### src/rtl/frame_pad_writer_if.sv
// Memory-write bus handshake between the frame padder and the bus write controller.
interface frame_pad_writer_if;
  logic        write;
  logic        user_write_buffer;
  logic [31:0] oData;
  logic        oValid;
  logic        write_ctrl_done;
  logic        write_buffer_full;

  modport master (
    output write, user_write_buffer, oData, oValid,
    input  write_ctrl_done, write_buffer_full
  );

  modport slave (
    input  write, user_write_buffer, oData, oValid,
    output write_ctrl_done, write_buffer_full
  );
endinterface

### src/rtl/frame_pad_writer.sv
// Pads a raster pixel stream with a one-pixel border, packs bytes into
// little-endian 32-bit words and writes them out over the bus handshake.
module frame_pad_writer #(
  parameter int unsigned WIDTH      = 320,
  parameter int unsigned HEIGHT     = 240,
  parameter int unsigned FIFO_DEPTH = 4,
  parameter logic [7:0]  PAD_VALUE  = 8'd0
) (
  input  logic                       clk,
  input  logic                       reset_n,
  input  logic                       start,
  input  logic [7:0]                 in_pixel,
  input  logic                       in_valid,
  output logic                       in_ready,
  output logic                       busy,
  output logic                       frame_done,
  frame_pad_writer_if.master         bus
);

  localparam int unsigned RW   = $clog2(HEIGHT + 2);
  localparam int unsigned CW   = $clog2(WIDTH + 2);
  localparam int unsigned AW   = $clog2(FIFO_DEPTH);
  localparam int unsigned CNTW = AW + 1;

  typedef enum logic [1:0] {G_IDLE, G_RUN, G_FLUSH} gen_state_t;
  typedef enum logic [2:0] {B_IDLE, B_REQ, B_WAIT, B_HOLD, B_COMMIT} bus_state_t;

  gen_state_t       gen_q, gen_d;
  bus_state_t       bus_q;
  logic [RW-1:0]    row_q, row_d;
  logic [CW-1:0]    col_q, col_d;
  logic [1:0]       cnt_q, cnt_d;
  logic [23:0]      pack_q, pack_d;
  logic [31:0]      mem_q [FIFO_DEPTH];
  logic [AW-1:0]    wptr_q, rptr_q;
  logic [CNTW-1:0]  count_q, count_d;
  logic             in_ready_q, busy_q, frame_done_q;
  logic             write_q, commit_q, ovalid_q;
  logic [31:0]      odata_q;

  logic             push_c, pop_c, full_c, stall_c, emit_c, done_c, accept_c;
  logic [7:0]       emit_byte_c;
  logic [31:0]      push_word_c;

  function automatic logic is_border(input logic [RW-1:0] r, input logic [CW-1:0] c);
    return (r == '0) || (r == RW'(HEIGHT + 1)) || (c == '0) || (c == CW'(WIDTH + 1));
  endfunction

  // Interior position with room to take a byte (a pending pop frees a slot).
  function automatic logic ready_f(input gen_state_t g, input logic [RW-1:0] r,
                                   input logic [CW-1:0] c, input logic [CNTW-1:0] n,
                                   input logic [1:0] k, input logic pop);
    return (g == G_RUN) && !is_border(r, c) &&
           !((n == CNTW'(FIFO_DEPTH)) && (k == 2'd3) && !pop);
  endfunction

  assign pop_c    = (bus_q == B_COMMIT);
  assign full_c   = (count_q == CNTW'(FIFO_DEPTH));
  assign count_d  = count_q + CNTW'(push_c) - CNTW'(pop_c);
  assign accept_c = (gen_q == G_IDLE) && start && !busy_q;
  assign done_c   = busy_q && pop_c && (count_d == '0) && (gen_d == G_IDLE);

  // Border/pixel generator, byte packer and tail flush.
  always_comb begin
    gen_d       = gen_q;
    row_d       = row_q;
    col_d       = col_q;
    cnt_d       = cnt_q;
    pack_d      = pack_q;
    push_c      = 1'b0;
    push_word_c = '0;
    emit_c      = 1'b0;
    emit_byte_c = PAD_VALUE;
    stall_c     = full_c && (cnt_q == 2'd3) && !pop_c;
    case (gen_q)
      G_IDLE: begin
        if (accept_c) begin
          gen_d = G_RUN;
          row_d = '0;
          col_d = '0;
        end
      end
      G_RUN: begin
        if (is_border(row_q, col_q)) begin
          emit_c = !stall_c;
        end else begin
          emit_c      = in_valid && !stall_c;
          emit_byte_c = in_pixel;
        end
        if (emit_c) begin
          if (cnt_q == 2'd3) begin
            push_c      = 1'b1;
            push_word_c = {emit_byte_c, pack_q};
            cnt_d       = 2'd0;
          end else begin
            pack_d[{cnt_q, 3'b000} +: 8] = emit_byte_c;
            cnt_d                        = cnt_q + 2'd1;
          end
          if (col_q == CW'(WIDTH + 1)) begin
            col_d = '0;
            if (row_q == RW'(HEIGHT + 1)) gen_d = G_FLUSH;
            else                          row_d = row_q + RW'(1);
          end else begin
            col_d = col_q + CW'(1);
          end
        end
      end
      G_FLUSH: begin
        if (cnt_q == 2'd0) begin
          gen_d = G_IDLE;
        end else if (!full_c || pop_c) begin
          push_c = 1'b1;
          for (int k = 0; k < 3; k++) begin
            push_word_c[8*k +: 8] = (2'(k) < cnt_q) ? pack_q[8*k +: 8] : PAD_VALUE;
          end
          push_word_c[31:24] = PAD_VALUE;
          cnt_d              = 2'd0;
          gen_d              = G_IDLE;
        end
      end
      default: gen_d = G_IDLE;
    endcase
  end

  // Generator state, packer, FIFO pointers and frame status registers.
  always_ff @(posedge clk) begin
    if (!reset_n) begin
      gen_q        <= G_IDLE;
      row_q        <= '0;
      col_q        <= '0;
      cnt_q        <= '0;
      pack_q       <= '0;
      wptr_q       <= '0;
      rptr_q       <= '0;
      count_q      <= '0;
      in_ready_q   <= 1'b0;
      busy_q       <= 1'b0;
      frame_done_q <= 1'b0;
    end else begin
      gen_q        <= gen_d;
      row_q        <= row_d;
      col_q        <= col_d;
      cnt_q        <= cnt_d;
      pack_q       <= pack_d;
      count_q      <= count_d;
      if (push_c) wptr_q <= wptr_q + AW'(1);
      if (pop_c)  rptr_q <= rptr_q + AW'(1);
      in_ready_q   <= ready_f(gen_d, row_d, col_d, count_d, cnt_d, bus_q == B_HOLD);
      frame_done_q <= done_c;
      if (accept_c)    busy_q <= 1'b1;
      else if (done_c) busy_q <= 1'b0;
    end
  end

  // FIFO storage; contents are only meaningful between the pointers.
  always_ff @(posedge clk) begin
    if (push_c) mem_q[wptr_q] <= push_word_c;
  end

  // Bus write handshake: request, wait for controller, hold, commit.
  always_ff @(posedge clk) begin
    if (!reset_n) begin
      bus_q    <= B_IDLE;
      write_q  <= 1'b0;
      commit_q <= 1'b0;
      ovalid_q <= 1'b0;
      odata_q  <= '0;
    end else begin
      write_q  <= 1'b0;
      commit_q <= 1'b0;
      case (bus_q)
        B_IDLE: begin
          ovalid_q <= 1'b0;
          if (count_q != '0) begin
            bus_q    <= B_REQ;
            write_q  <= 1'b1;
            ovalid_q <= 1'b1;
            odata_q  <= mem_q[rptr_q];
          end
        end
        B_REQ: bus_q <= B_WAIT;
        B_WAIT: begin
          if (bus.write_ctrl_done && !bus.write_buffer_full) bus_q <= B_HOLD;
        end
        B_HOLD: begin
          bus_q    <= B_COMMIT;
          commit_q <= 1'b1;
        end
        B_COMMIT: begin
          if (count_q > CNTW'(1)) begin
            bus_q   <= B_REQ;
            write_q <= 1'b1;
            odata_q <= mem_q[rptr_q + AW'(1)];
          end else begin
            bus_q    <= B_IDLE;
            ovalid_q <= 1'b0;
          end
        end
        default: bus_q <= B_IDLE;
      endcase
    end
  end

  assign in_ready              = in_ready_q;
  assign busy                  = busy_q;
  assign frame_done            = frame_done_q;
  assign bus.write             = write_q;
  assign bus.user_write_buffer = commit_q;
  assign bus.oValid            = ovalid_q;
  assign bus.oData             = odata_q;

endmodule

### src/flat_wrapper.sv
// flat-port wrapper written by rule: the top's interface ports become plain ports
module frame_pad_writer_flat 
#(
  parameter int unsigned WIDTH      = 320,
  parameter int unsigned HEIGHT     = 240,
  parameter int unsigned FIFO_DEPTH = 4,
  parameter logic [7:0]  PAD_VALUE  = 8'd0
)
  (clk, reset_n, start, in_pixel, in_valid, in_ready, busy, frame_done, bus_write, bus_user_write_buffer, bus_oData, bus_oValid, bus_write_ctrl_done, bus_write_buffer_full);
  frame_pad_writer_if bus_i ();
  input  logic clk;
  input  logic reset_n;
  input  logic start;
  input  logic [7:0] in_pixel;
  input  logic in_valid;
  output logic in_ready;
  output logic busy;
  output logic frame_done;
  output wire logic [$bits(bus_i.write)-1:0] bus_write;
  output wire logic [$bits(bus_i.user_write_buffer)-1:0] bus_user_write_buffer;
  output wire logic [$bits(bus_i.oData)-1:0] bus_oData;
  output wire logic [$bits(bus_i.oValid)-1:0] bus_oValid;
  input wire logic [$bits(bus_i.write_ctrl_done)-1:0] bus_write_ctrl_done;
  input wire logic [$bits(bus_i.write_buffer_full)-1:0] bus_write_buffer_full;
  assign bus_write = bus_i.write;
  assign bus_user_write_buffer = bus_i.user_write_buffer;
  assign bus_oData = bus_i.oData;
  assign bus_oValid = bus_i.oValid;
  assign bus_i.write_ctrl_done = bus_write_ctrl_done;
  assign bus_i.write_buffer_full = bus_write_buffer_full;
  frame_pad_writer #(.WIDTH(WIDTH), .HEIGHT(HEIGHT), .FIFO_DEPTH(FIFO_DEPTH), .PAD_VALUE(PAD_VALUE)) u_core (.clk(clk), .reset_n(reset_n), .start(start), .in_pixel(in_pixel), .in_valid(in_valid), .in_ready(in_ready), .busy(busy), .frame_done(frame_done), .bus(bus_i));
endmodule
### config.mk
export PLATFORM = sky130hd
export DESIGN_NAME = frame_pad_writer_flat
export DESIGN_NICKNAME = d
export VERILOG_FILES = /design/src/rtl/frame_pad_writer_if.sv /design/src/rtl/frame_pad_writer.sv /design/src/flat_wrapper.sv
export SDC_FILE = /design/constraint.sdc
export NUM_CORES = 1
export LEC_CHECK = 0
export CAP_MARGIN = 15
export CORE_ASPECT_RATIO = 0.7
export CORE_UTILIZATION = 54
export CTS_BUF_LIST = sky130_fd_sc_hd__clkbuf_16
export DETAILED_ROUTE_END_ITERATION = 16
export MAX_ROUTING_LAYER = met4
export PLACE_DENSITY = 0.79
export REMOVE_ABC_BUFFERS = 1
export SLEW_MARGIN = 20
export SYNTH_ARGS = -nofsm -noshare
export SYNTH_HDL_FRONTEND = slang
export SYNTH_SLANG_ARGS = --single-unit
### constraint.sdc
create_clock -name clk -period 3.85 [get_ports clk]
set_clock_uncertainty 0.2 [all_clocks]
set_input_delay 0.5775 -clock clk [delete_from_list [all_inputs] [get_ports clk]]
set_output_delay 0.5775 -clock clk [all_outputs]
set_load 0.03 [all_outputs]
# Yosys cells after proc, flatten, opt, wreduce, memory -nomap -nowiden
# Memories as Yosys holds them, arrays and structs flattened. A register that Yosys moved wholly into a read port is not among the register bits.
# Cells that the tools add are included.
op_classes:
  addsub: 8
  n_lt_le_gt_ge: 4
  n_eq_ne: 19
  shifts: 2
  n_mux: 58
  n_bitwise: 1
  n_reduce_logical: 44
ops:
  columns: ["operator", "count"]
  rows:
  - ["32-bit two-way mux", 5]
  - ["32-bit one-hot mux with 2 select lines", 2]
  - ["8-bit two-way mux", 9]
  - ["9-bit two-way mux", 3]
  - ["24-bit bitwise mux", 1]
  - ["2-bit two-way mux", 12]
  - ["24-bit two-way mux", 1]
  - ["8-bit by 7-bit variable shift with 24-bit output (first input constant)", 1]
  - ["8-bit by 7-bit indexed part select with 24-bit output", 1]
  - ["9-bit == test (second input constant)", 2]
  - ["9-bit zero test", 2]
  - ["9-bit one-hot mux with 2 select lines", 1]
  - ["8-bit == test (second input constant)", 2]
  - ["8-bit zero test", 2]
  - ["8-bit one-hot mux with 2 select lines", 1]
  - ["1-bit two-way mux", 15]
  - ["3-bit one-hot mux with 5 select lines", 1]
  - ["1-bit logical AND", 13]
  - ["9-bit by 1-bit adder with 9-bit output (second input constant)", 1]
  - ["3-bit == test (second input constant)", 3]
  - ["8-bit by 1-bit adder with 8-bit output (second input constant)", 1]
  - ["1-bit zero test", 8]
  - ["1-bit logical OR", 7]
  - ["5-bit negation with 7-bit output", 1]
  - ["23 further kinds", 41]
totals:
  ff_bits: 93
  ram_bits: 128
  in_bits: 14
  out_inout_bits: 38
  wordCells: 153
  mem_count: 1
memory_table:
  columns: ["name", "depth", "word_bits", "read_ports", "rd_ports_with_merged_regs", "write_ports", "line", "rtl"]
  rows:
  - ["u_core.mem_q", 4, 32, 2, 1, 1, "frame_pad_writer.sv:34", "logic [31:0] mem_q [FIFO_DEPTH];"]

# Longest topological paths before layout
depth:
  depth_word: 16
  depth_mapped: 18
  depth_no_buf: 16

# Worst setup path after synthesis
# No wires, ideal clock.
synth_path:
  kind: "register to register"
  start: "register u_core.col_q[0]"
  end: "register u_core.busy_q (netlist: u_core.busy)"
  setup_time_ns: 0.115
  arrival_time_ns: 3.624
  required_ns: 3.535
  setup_slack_ns: -0.088
  path_stages_with_launch: 18
  n_path_buf: 1
  period_less_slack_ns: 3.938
  cell_sequence: "dfxtp_1 -> inv_1 -> ha_1 -> or3b_2 -> a211oi_2 -> nor4_1 -> nor3_1 -> nand2_1 -> a21boi_2 -> clkbuf_1 -> ha_1 -> inv_1 -> fa_1 -> nor2b_1 -> nand2_1 -> nor4_1 -> a21boi_0 -> o21a_1"
synth_via:
  elab_chain_len: 13
  elab_cells_between_ends: 18
  cone_classes: "2 x add/sub; 1 x eq/ne; 7 x mux; 8 x reduce/logical"
synth_rtl:
  columns: ["element", "line", "rtl"]
  rows:
  - ["start: declaration", "frame_pad_writer.sv:31", "logic [CW-1:0] col_q, col_d;"]
  - ["start signal: assignment", "frame_pad_writer.sv:142", "col_q <= col_d;"]
  - ["9-bit zero test", "frame_pad_writer.sv:46", "return (r == '0) || (r == RW'(HEIGHT + 1)) || (c == '0) || (c == CW'(WIDTH + 1));"]
  - ["1-bit logical OR", "frame_pad_writer.sv:46", null]
  - ["1-bit logical OR (*)", "frame_pad_writer.sv:46", null]
  - ["1-bit two-way mux (*)", "frame_pad_writer.sv:84", "if (is_border(row_q, col_q)) begin"]
  - ["1-bit two-way mux (*)", "frame_pad_writer.sv:75", "case (gen_q)"]
  - ["1-bit two-way mux (*)", "frame_pad_writer.sv:90", "if (emit_c) begin"]
  - ["1-bit one-hot mux with 2 select lines (*)", "frame_pad_writer.sv:75", null]
  - ["net u_core.push_c", "frame_pad_writer.sv:41", "logic push_c, pop_c, full_c, stall_c, emit_c, done_c, accept_c;"]
  - ["3-bit by 1-bit adder with 3-bit output (*)", "frame_pad_writer.sv:59", "assign count_d = count_q + CNTW'(push_c) - CNTW'(pop_c);"]
  - ["3-bit by 1-bit subtractor with 3-bit output (*)", "frame_pad_writer.sv:59", null]
  - ["3-bit zero test (*)", "frame_pad_writer.sv:61", "assign done_c = busy_q && pop_c && (count_d == '0) && (gen_d == G_IDLE);"]
  - ["1-bit logical AND (*) (2 in series)", "frame_pad_writer.sv:61", null]
  - ["2-bit nonzero test (no source line) (*)", null, null]
  - ["end signal: assignment", "frame_pad_writer.sv:137", "busy_q <= 1'b0;"]
  - ["end signal: assignment", "frame_pad_writer.sv:150", "if (accept_c) busy_q <= 1'b1;"]
  - ["end signal: assignment", "frame_pad_writer.sv:151", "else if (done_c) busy_q <= 1'b0;"]
  - ["end: declaration", "frame_pad_writer.sv:37", "logic in_ready_q, busy_q, frame_done_q;"]
# Mark *: on every way through the listed nets, which the timed path passes. The rest lies on a longest branch. The select of a mux whose other input is x is not followed.
# A chain may end at the register's enable or synchronous reset.

# Worst setup path in the final report
layout_path:
  start: "register u_core.col_q[1]"
  end: "register u_core.busy_q (netlist: u_core.busy)"
layout_via:
  elab_chain_len: 13
  elab_cells_between_ends: 18
  cone_classes: "2 x add/sub; 1 x eq/ne; 7 x mux; 8 x reduce/logical"
layout_rtl:
  columns: ["element", "line"]
  rows:
  - ["9-bit zero test", "frame_pad_writer.sv:46"]
  - ["1-bit logical OR (2 in series)", "frame_pad_writer.sv:46"]
  - ["1-bit two-way mux", "frame_pad_writer.sv:84"]
  - ["1-bit two-way mux", "frame_pad_writer.sv:75"]
  - ["1-bit two-way mux", "frame_pad_writer.sv:90"]
  - ["1-bit one-hot mux with 2 select lines", "frame_pad_writer.sv:75"]
  - ["3-bit by 1-bit adder with 3-bit output", "frame_pad_writer.sv:59"]
  - ["3-bit by 1-bit subtractor with 3-bit output", "frame_pad_writer.sv:59"]
  - ["3-bit zero test", "frame_pad_writer.sv:61"]
  - ["1-bit logical AND", "frame_pad_writer.sv:61"]
  - ["1-bit logical AND (*)", "frame_pad_writer.sv:61"]
  - ["2-bit nonzero test (no source line) (*)", null]
# Mark *: on every way between the ends. The rest lies on a longest branch, timed or not. The select of a mux whose other input is x is not followed.

==> results.sh <==
export IMPL_status="finished, final reports clean"
export IMPL_rsz0062_at_grt="false"
export IMPL_ant_nets=0
export IMPL_crit_family="simple AND/OR/NAND/NOR gates"
export IMPL_crit_path_end_kind="flop"
export IMPL_hold_class="reg2reg"
export IMPL_die_w_um=168
export IMPL_setup_violations_final=0
export IMPL_ys_types=68
export IMPL_wl_mm=24.9
export IMPL_fmax_mhz=275
export IMPL_ys_async_sr_fraction_pct=0
export IMPL_clock_sinks=223
export IMPL_avgSynthCellArea_um2=12.2
export IMPL_grt_pass1_vias=7099
export IMPL_grt_max_degree=65
export IMPL_layout_drive_gt1_share_pct=16.6
export IMPL_timing_final_hold_violations=0
export IMPL_utilization_pct=63.9
export IMPL_layout_common_cells="128 x edfxtp_1, 114 x nand2_1, 93 x dfxtp_1"
export IMPL_synth_edf_count=128
export IMPL_cts_max_level=1
export IMPL_yosysWarnings=0
export IMPL_cp_slowest_stage_delay_ns=0.50
export IMPL_start_kind="flop"
export IMPL_clock_latency_ns=0.51
export IMPL_cts_hold_buf=0
export IMPL_clockBufferDepth=3
export IMPL_netlist_instances=852
export IMPL_grt_pass1_wl_mm=39.0
export IMPL_crit_arrival_ns=3.83
export IMPL_synthesis_area_mm2=0.0104
export IMPL_preCtsSetupSlack_ns=0.0998
export IMPL_syn_to_final_growth_pct=16.0
export IMPL_post_route_min_period_ns=3.63
export IMPL_routedWlPerCell_um=21.4
export IMPL_ys_flop_type="edfxtp_1"
export IMPL_numCtsBuffers=22
export IMPL_grt_use_total_pct=26.3
export IMPL_required_ns=4.05
export IMPL_slowest_stage="fa_1"
export IMPL_final_nets=945
export IMPL_vias_per_cell=6.28
export IMPL_cap_violations=0
export IMPL_clkTransAtPathRegs_ns=0.07
export IMPL_core_mm2=0.0189
export IMPL_crit_fanout=3
export IMPL_gp_congestion=0.960
export IMPL_root_buffer="clkbuf_16"
export IMPL_dr_total_vias=7320
export IMPL_power_density_mw_per_mm2=403
export IMPL_antenna_found_initial=0
export IMPL_vdd_drop_max_mv=0.391
export IMPL_path_class="reg2reg"
export IMPL_ios=52
export IMPL_overflow=0
export IMPL_setup_ws_ns=0.215
export IMPL_drt_iter0_markers=839
export IMPL_die_h_um=118
export IMPL_path_buf_inv=2
export IMPL_yosysSeqAreaShare_pct=55.3
export IMPL_drt_first_pass_iters=5
export IMPL_crit_chain="inv_1, ha_1, or3b_2, a211oi_4, nor4_2, nor3_2, nand2_1, a21boi_2, ha_1, inv_1, fa_1, nor2b_2, nand2_1, nor4_4, a21boi_0, o21a_1"
export IMPL_start_util_pct=55.1
export IMPL_fillers=1394
export IMPL_period_share_pct=94.4
export IMPL_dp_hpwl_mm=16.1
export IMPL_slew_violations=0
export IMPL_ys_ff_latch=223
export IMPL_antennaDiodeCount=0
export IMPL_slew_headroom_pct=43.1
export IMPL_final_common_cell="edfxtp_1"
export IMPL_portBuffers=51
export IMPL_dieArea_mm2=0.0198
export IMPL_cts_tree="done"
export IMPL_worst_pin_slew_ns=0.845
export IMPL_row_count=42
export IMPL_route_detailed_drc=0
export IMPL_p_leak_uw=0.00383
## state kept, by name, summed over array words and instances (netlist names), 3 cells and up, named ones only
name              cells
u_core.mem_q        128
u_core.bus.oData     32
u_core.pack_q        24
u_core.col_q          9
u_core.row_q          8
u_core.bus_q          3
u_core.count_q        3
## repair_timing
action	in CTS	in global routing
setup buffers	0	1
setup endpoints to repair	0	3
gates resized for setup	0	6
## power breakdown
group          leakage [uW]  total [uW]  switching (uW)  internal [uW]
Clock              0.000368        2180             896           1290
Combinational       0.00162         172             113           58.3
Sequential          0.00184        2500            4.68           2500
Total               0.00383        4850            1010           3840
## cells in the mapped netlist, types with 7 or more instances
master | instances | share of area (%)
buf_2 | 7 | 0.34
edfxtp_1 | 128 | 37
and3_1 | 22 | 1.3
o21ai_0 | 7 | 0.34
and2_1 | 30 | 1.8
nor4_1 | 9 | 0.54
inv_1 | 19 | 0.69
mux4_2 | 64 | 14
a311oi_1 | 33 | 2.8
clkbuf_1 | 38 | 1.4
nor2_1 | 88 | 3.2
nor3_1 | 11 | 0.53
nand4_1 | 7 | 0.42
buf_1 | 9 | 0.33
nand2_1 | 114 | 4.1
dfxtp_1 | 95 | 18
a21oi_1 | 37 | 1.8
nand3_1 | 24 | 1.2
ha_1 | 23 | 2.8
## worst reg2reg max path: stages (launching register included)
cell and delay, ns:
dfxtp_1 0.32, inv_1 0.07, ha_1 0.13, or3b_2 0.47, a211oi_4 0.25, nor4_2 0.09, nor3_2 0.19, nand2_1 0.12
a21boi_2 0.19, ha_1 0.16, inv_1 0.05, fa_1 0.50, nor2b_2 0.17, nand2_1 0.10, nor4_4 0.22, a21boi_0 0.12
o21a_1 0.17
## cell type report
cell class / count / area [um2] / area share [%]
clock buffers: 23 / 576 / 4.78
flip-flops and latches: 223 / 5750 / 47.7
multi-input cells: 553 / 4390 / 36.4
inverters: 21 / 78.8 / 0.654
well taps: 242 / 303 / 2.51
clock inverters: 17 / 160 / 1.33
repair buffers: 86 / 798 / 6.63
## kinds of logic after synthesis
logic type | Yosys count | share of synthesized area (%)
AO/OA/AOI/OAI | 120 | 8.44
buffers and inverters | 76 | 2.90
adder cells (fa/ha/maj) | 24 | 2.96
multiplexers | 67 | 14.2
flip-flops | 223 | 55.3
AND/OR/NAND/NOR | 335 | 15.7
XOR/XNOR | 7 | 0.590
## stage by stage
stage / hold WS, ns / setup TNS (ns) / cell area, um2 / instances / power [uW]
floorplan: 0.227 / -60.47 / 10200 / 797 / 2640
global placement: 0.235 / 0 / 11300 / 1124 / 2710
global route: 0.267 / 0 / 12000 / 1165 / 4980
CTS: 0.249 / 0 / 12000 / 1164 / 4870
finish: 0.249 / 0 / 12000 / 1165 / 4850
detailed placement: 0.241 / 0 / 11300 / 1124 / 2710
## layer usage
layer	global-route usage, %	vias to the layer above	wire (um)
li1	-	3321	-
met1	37.0	3600	10700
met2	40.8	355	11500
met3	3.97	44	2200
met4	6.31	0	488
met5	-	-	0
## worst paths after layout
path,end,cells past startpoint,start,slack [ns]
setup / recovery,u_core.busy$_SDFFE_PN0P_,16,u_core.col_q[1]$_SDFF_PN0_,0.22
hold / removal,u_core.pack_q[18]$_SDFFE_PN0P_,2,u_core.pack_q[18]$_SDFFE_PN0P_,0.25
setup reg to reg,u_core.busy$_SDFFE_PN0P_,16,u_core.col_q[1]$_SDFF_PN0_,0.22
hold reg to reg,u_core.pack_q[18]$_SDFFE_PN0P_,2,u_core.pack_q[18]$_SDFFE_PN0P_,0.25
Note: power is estimated with default switching activity, not from simulation.
